===== src/rtl/phys_reg_file_rp_if.sv =====
// Bus bundle for the physical register file: read ports, write ports and
// the rename/dispatch allocate request.
interface phys_reg_file_rp_if #(
   parameter int unsigned DEPTH = 32,
   parameter int unsigned WIDTH = 64,
   parameter int unsigned NRD   = 2,
   parameter int unsigned NWR   = 1
);
   localparam int unsigned AW = $clog2(DEPTH);

   logic [NRD-1:0][AW-1:0]    rd_addr;
   logic [NRD-1:0][WIDTH-1:0] rd_data;
   logic [NRD-1:0]            rd_ready;
   logic [NWR-1:0]            wr_en;
   logic [NWR-1:0][AW-1:0]    wr_addr;
   logic [NWR-1:0][WIDTH-1:0] wr_data;
   logic                      alloc_en;
   logic [AW-1:0]             alloc_addr;

   modport master (
      output rd_addr, wr_en, wr_addr, wr_data, alloc_en, alloc_addr,
      input  rd_data, rd_ready
   );

   modport slave (
      input  rd_addr, wr_en, wr_addr, wr_data, alloc_en, alloc_addr,
      output rd_data, rd_ready
   );
endinterface


===== src/rtl/phys_reg_file_rp.sv =====
// Physical register file with registered read ports, write-to-read bypass,
// a hardwired zero register and a per-register ready scoreboard.
module phys_reg_file_rp #(
   parameter int unsigned DEPTH    = 32,
   parameter int unsigned WIDTH    = 64,
   parameter int unsigned NRD      = 2,
   parameter int unsigned NWR      = 1,
   parameter int unsigned ZERO_REG = 31
) (
   input logic                clk,
   input logic                reset,
   phys_reg_file_rp_if.slave  bus
);
   localparam int unsigned    AW = $clog2(DEPTH);
   localparam logic [AW-1:0]  ZR = AW'(ZERO_REG);

   logic [WIDTH-1:0]          r_mem [DEPTH];
   logic [DEPTH-1:0]          r_ready;
   logic [NRD-1:0][WIDTH-1:0] r_rd_data;
   logic [NRD-1:0]            r_rd_ready;

   logic [NWR-1:0]            w_wr_ok;
   logic [NRD-1:0]            w_byp_hit;
   logic [NRD-1:0][WIDTH-1:0] w_byp_data;
   logic [NRD-1:0][WIDTH-1:0] w_rd_data_nxt;
   logic [NRD-1:0]            w_rd_ready_nxt;

   // Writes to the zero register are dropped everywhere, including bypass
   always_comb begin
      w_wr_ok = '0;
      for (int unsigned w = 0; w < NWR; w++) begin
         w_wr_ok[w] = bus.wr_en[w] && (bus.wr_addr[w] != ZR);
      end
   end

   // Ascending scan so the highest-index matching write port wins
   always_comb begin
      w_byp_hit  = '0;
      w_byp_data = '0;
      for (int unsigned r = 0; r < NRD; r++) begin
         for (int unsigned w = 0; w < NWR; w++) begin
            if (w_wr_ok[w] && (bus.wr_addr[w] == bus.rd_addr[r])) begin
               w_byp_hit[r]  = 1'b1;
               w_byp_data[r] = bus.wr_data[w];
            end
         end
      end
   end

   always_comb begin
      w_rd_data_nxt  = '0;
      w_rd_ready_nxt = '0;
      for (int unsigned r = 0; r < NRD; r++) begin
         if (bus.rd_addr[r] == ZR) begin
            w_rd_data_nxt[r]  = '0;
            w_rd_ready_nxt[r] = 1'b1;
         end else if (w_byp_hit[r]) begin
            w_rd_data_nxt[r]  = w_byp_data[r];
            w_rd_ready_nxt[r] = 1'b1;
         end else begin
            w_rd_data_nxt[r]  = r_mem[bus.rd_addr[r]];
            w_rd_ready_nxt[r] = r_ready[bus.rd_addr[r]];
         end
      end
   end

   // Alloc clear is ordered after the write set so a new mapping supersedes it
   always_ff @(posedge clk) begin
      if (reset) begin
         for (int unsigned i = 0; i < DEPTH; i++) begin
            r_mem[i] <= '0;
         end
         r_ready    <= '1;
         r_rd_data  <= '0;
         r_rd_ready <= '0;
      end else begin
         for (int unsigned w = 0; w < NWR; w++) begin
            if (w_wr_ok[w]) begin
               r_mem[bus.wr_addr[w]]   <= bus.wr_data[w];
               r_ready[bus.wr_addr[w]] <= 1'b1;
            end
         end
         if (bus.alloc_en && (bus.alloc_addr != ZR)) begin
            r_ready[bus.alloc_addr] <= 1'b0;
         end
         r_rd_data  <= w_rd_data_nxt;
         r_rd_ready <= w_rd_ready_nxt;
      end
   end

   assign bus.rd_data  = r_rd_data;
   assign bus.rd_ready = r_rd_ready;
endmodule


===== src/flat_wrapper.sv =====
// flat-port wrapper written by rule: the top's interface ports become plain ports
module phys_reg_file_rp_flat 
#(
   parameter int unsigned DEPTH    = 32,
   parameter int unsigned WIDTH    = 64,
   parameter int unsigned NRD      = 2,
   parameter int unsigned NWR      = 1,
   parameter int unsigned ZERO_REG = 31
)
  (clk, reset, bus_rd_addr, bus_wr_en, bus_wr_addr, bus_wr_data, bus_alloc_en, bus_alloc_addr, bus_rd_data, bus_rd_ready);
  phys_reg_file_rp_if #(.DEPTH(DEPTH), .WIDTH(WIDTH), .NRD(NRD), .NWR(NWR)) bus_i ();
  input logic clk;
  input logic reset;
  input wire logic [$bits(bus_i.rd_addr)-1:0] bus_rd_addr;
  input wire logic [$bits(bus_i.wr_en)-1:0] bus_wr_en;
  input wire logic [$bits(bus_i.wr_addr)-1:0] bus_wr_addr;
  input wire logic [$bits(bus_i.wr_data)-1:0] bus_wr_data;
  input wire logic [$bits(bus_i.alloc_en)-1:0] bus_alloc_en;
  input wire logic [$bits(bus_i.alloc_addr)-1:0] bus_alloc_addr;
  output wire logic [$bits(bus_i.rd_data)-1:0] bus_rd_data;
  output wire logic [$bits(bus_i.rd_ready)-1:0] bus_rd_ready;
  assign bus_i.rd_addr = bus_rd_addr;
  assign bus_i.wr_en = bus_wr_en;
  assign bus_i.wr_addr = bus_wr_addr;
  assign bus_i.wr_data = bus_wr_data;
  assign bus_i.alloc_en = bus_alloc_en;
  assign bus_i.alloc_addr = bus_alloc_addr;
  assign bus_rd_data = bus_i.rd_data;
  assign bus_rd_ready = bus_i.rd_ready;
  phys_reg_file_rp #(.DEPTH(DEPTH), .WIDTH(WIDTH), .NRD(NRD), .NWR(NWR), .ZERO_REG(ZERO_REG)) u_core (.clk(clk), .reset(reset), .bus(bus_i));
endmodule

===== config.mk =====
export PLATFORM = sky130hd
export DESIGN_NAME = phys_reg_file_rp_flat
export DESIGN_NICKNAME = d
export VERILOG_FILES = /design/src/rtl/phys_reg_file_rp_if.sv /design/src/rtl/phys_reg_file_rp.sv /design/src/flat_wrapper.sv
export SDC_FILE = /design/constraint.sdc
export NUM_CORES = 2
export LEC_CHECK = 0
export BUFFER_PORTS_ARGS = -buffer_cell sky130_fd_sc_hd__buf_2
export CAP_MARGIN = 20
export CORE_MARGIN = 2
export CORE_UTILIZATION = 50
export DETAILED_ROUTE_END_ITERATION = 8
export PLACE_DENSITY_LB_ADDON = 0.08
export SETUP_SLACK_MARGIN = 0.3
export SLEW_MARGIN = 10
export SYNTH_ARGS = -nofsm -noshare
export SYNTH_HDL_FRONTEND = slang
export SYNTH_SLANG_ARGS = --single-unit

===== constraint.sdc =====
create_clock -name clk -period 9.84 [get_ports clk]
set_clock_uncertainty 0.15 [all_clocks]
set_input_delay 1.968 -clock clk [delete_from_list [all_inputs] [get_ports clk]]
set_output_delay 1.968 -clock clk [all_outputs]
set_load 0.02 [all_outputs]

==> flow_summary.json <==
{
  "antenna_left": 0,
  "timing.slew.headroom_pct": 15.6,
  "synth_area_sq_um": 113000,
  "clk_pin_slew_ns": 0.07,
  "cts_setup_buffers": 0,
  "final_hold_viol_count": 0,
  "rsz0062_at_grt": "no",
  "rows": 174,
  "p_seq_share_pct": 49.0,
  "clockPowerShare_pct": 39.2,
  "grt_max_degree": 103,
  "ys_types": 50,
  "synth.top_cell.area_share_pct": 54.3,
  "via_per_inst": 6.77,
  "fp.dieH_um": 480,
  "clock_latency_ns": 0.89,
  "cts_tree": "done",
  "worstHoldPathType": "reg -> reg",
  "status": "completed",
  "p_int_mw": 16.9,
  "final_layout_size_suffix_gt1_share_pct": 25.2,
  "ios": 218,
  "area_delta_synth_final_pct": 10.4,
  "drt_iter0_drc": 10200,
  "hpwl_um": 210000,
  "critPathMaxFanout": 46,
  "synth_enable_flop_cells": 2048,
  "slew_viol_final": 0,
  "switching_share_pct": 25.2,
  "seq_area_frac_synth_pct": 57.2,
  "wirelength_um": 394000,
  "ir_drop_uv": 152,
  "timing.final.crit_period_ns": 5.26,
  "netlist_instances": 7391,
  "cts_root_buf": "clkbuf_16",
  "maxCapViolCount": 0,
  "p_leak_nw": 43.3,
  "synth_ff_type": "edfxtp_1",
  "die-area_sq_um": 230000,
  "synth-seq-cells": 2210,
  "synth_top_cell_by_area": "edfxtp_1",
  "grt_overflow": 0,
  "ys_top_cells_by_area": "edfxtp_1 54%, mux4_2 21%, and2_1 11%",
  "combinationalPowerShare_pct": 11.7,
  "post-route-period-util_pct": 53.4,
  "fin_util_pct": 55.5,
  "clockBufferDepth": 3,
  "antenna_found_initial": 36,
  "multi_input_area_sq_um": 45900,
  "clock_sink_count": 2210,
  "syn_area_per_cell_sq_um": 15.3,
  "fin_total_pwr_mw": 22.6,
  "portBuffers": 217,
  "startpoint_type": "primary input",
  "p_per_area_nw_per_um2": 181,
  "synth_warnings": 0,
  "cts_resized": 0,
  "die_w_um": 480,
  "crit_type": "in -> reg",
  "route.vias.total": 71400,
  "finalSetupTns_ns": 0,
  "fill_cells": 17800,
  "placeableCoreArea_sq_um": 225000,
  "critPathCaptureType": "flop",
  "nNetsFinal": 7405,
  "grt_pass1_wl_um": 548000,
  "dr.pass1.iters": 6,
  "cts_hold_buffers": 0,
  "worstPathArrival_ns": 5.85,
  "power.switching_mw": 5.71,
  "grt.total_usage_pct": 34.1,
  "initial_core_util_pct": 50.3,
  "numCtsBuffers": 235,
  "worst-endpoint-required_ns": 10.43,
  "wl_per_cell_um": 37.3,
  "tightest_slew_ns": 1.26,
  "setup_viol": 0,
  "seq_area_sq_um": 64700,
  "grt_pass1_vias": 71800,
  "drcViolationCount": 0,
  "fin_hold_ws_ns": 0.333,
  "place.gp.congestion": 0.817,
  "fmax_mhz": 190,
  "async_reset_ff_share_pct": 0,
  "cts-htree-levels": 4
}
worst max-delay path, cell delays in order:
cell and delay (ns):
buf_6 0.22, inv_2 0.12, buf_4 0.72, nand2b_1 0.66, nor2_4 0.90, buf_4 0.85
and2_1 0.23
cells in the final DEF (no fill, tap or decap), types with 5 or more instances in the layout:
cell type   instances
buf_16              5
xnor2_1            10
clkinv_2           48
mux4_2           1040
mux2i_1           381
a21oi_1            21
diode_2            39
o21ai_0            66
o22a_1             12
buf_8               6
dfxtp_1           162
buf_4             171
or3_1               5
clkinvlp_4          5
buf_2             208
inv_4               6
clkbuf_16         248
nand3_1             8
and2_1           1986
nor2_1            279
clkbuf_1           58
buf_12             16
conb_1             64
clkbuf_8           33
o22ai_1           380
bufinv_16           8
edfxtp_1         2048
nor3_1             66
nand3b_1            7
nand2_1            13
clkinv_1           26
nor2_4             28
o21ai_4            31
per-layer routing:
layer / wire, um / track usage (%) / vias up
met5: 93 / 0 / -
met4: 16600 / 13.4 / 16
met3: 43300 / 6.75 / 914
met2: 185000 / 53.9 / 4791
met1: 149000 / 46.8 / 37500
li1: - / - / 28200
registers in the layout, indices dropped and copies added, names as in the netlist:
register	cells
u_core.bus.rd_data	128
u_core.bus.rd_ready	2
u_core.r_mem	2048
u_core.r_ready	32
logic make-up after synthesis:
| group | share of synthesized area, % |
|---|---|
| xor gates and xnor gates | 0.0773 |
| and+or+nand+nor | 12.7 |
| DFF | 57.2 |
| other | 0.00331 |
| muxes | 24.1 |
| buffers and inverters | 3.08 |
| AOI/OAI and AO/OA | 2.92 |
metrics by stage:
step	setup slack [ns]	cell area, sq um	std cells
after CTS	4.73	125000	10500
after global placement	3.80	117000	10100
after detailed placement	3.80	117000	10100
after floorplan	1.80	114000	7454
final	4.58	125000	10600
after global routing	4.55	125000	10500
synth_stat cells, types with 7 or more instances:
master	number
a21oi_1	21
and2_1	1986
buf_1	39
buf_2	208
buf_4	35
buf_6	16
clkbuf_1	461
clkbuf_2	24
dfxtp_1	162
edfxtp_1	2048
mux2i_1	381
mux4_2	1040
nand2_1	16
nand2b_1	7
nand3_1	8
nand3b_1	7
nor2_1	292
nor2_2	15
nor3_1	68
o21ai_0	97
o22a_1	12
o22ai_1	380
xnor2_1	10
area by class of cell:
class                           count  area share (%)
Antenna cell                       39          0.0781
Clock inverter                    101           0.594
Tap cell                         2992            2.99
Multi-Input combinational cell   4458            36.7
Clock buffer                      339            5.50
Inverter                            3         0.00901
Timing Repair Buffer              409            2.33
Sequential cell                  2210            51.8
power by group through the flow:
| stage | clock (mW) | sequential (mW) | combinational (mW) |
|---|---|---|---|
| after CTS | 8.94 | 11.1 | 2.63 |
| after global routing | 9.29 | 11.1 | 2.75 |
| final | 8.88 | 11.1 | 2.66 |
| after global placement | 0 | 11.2 | 2.62 |
| after detailed placement | 0 | 11.3 | 2.63 |
| after floorplan | 0 | 11.3 | 1.65 |
final timing paths:
| check | endpoint | slack (ns) | start | cells after the start |
|---|---|---|---|---|
| worst max-delay path | u_core.r_mem[18][22]$_SDFFCE_PN0P_ | 4.58 | reset | 7 |
| worst min-delay path | u_core.r_ready[31]$_SDFF_PP1_ | 0.33 | u_core.r_ready[31]$_SDFF_PP1_ | 1 |
| worst max register to register | u_core.bus.rd_data[56]$_SDFF_PP0_ | 7.65 | u_core.r_mem[31][56]$_SDFFCE_PN0P_ | 5 |
| worst min register to register | u_core.r_ready[31]$_SDFF_PP1_ | 0.33 | u_core.r_ready[31]$_SDFF_PP1_ | 1 |
Power figures use the tool's default switching activity.
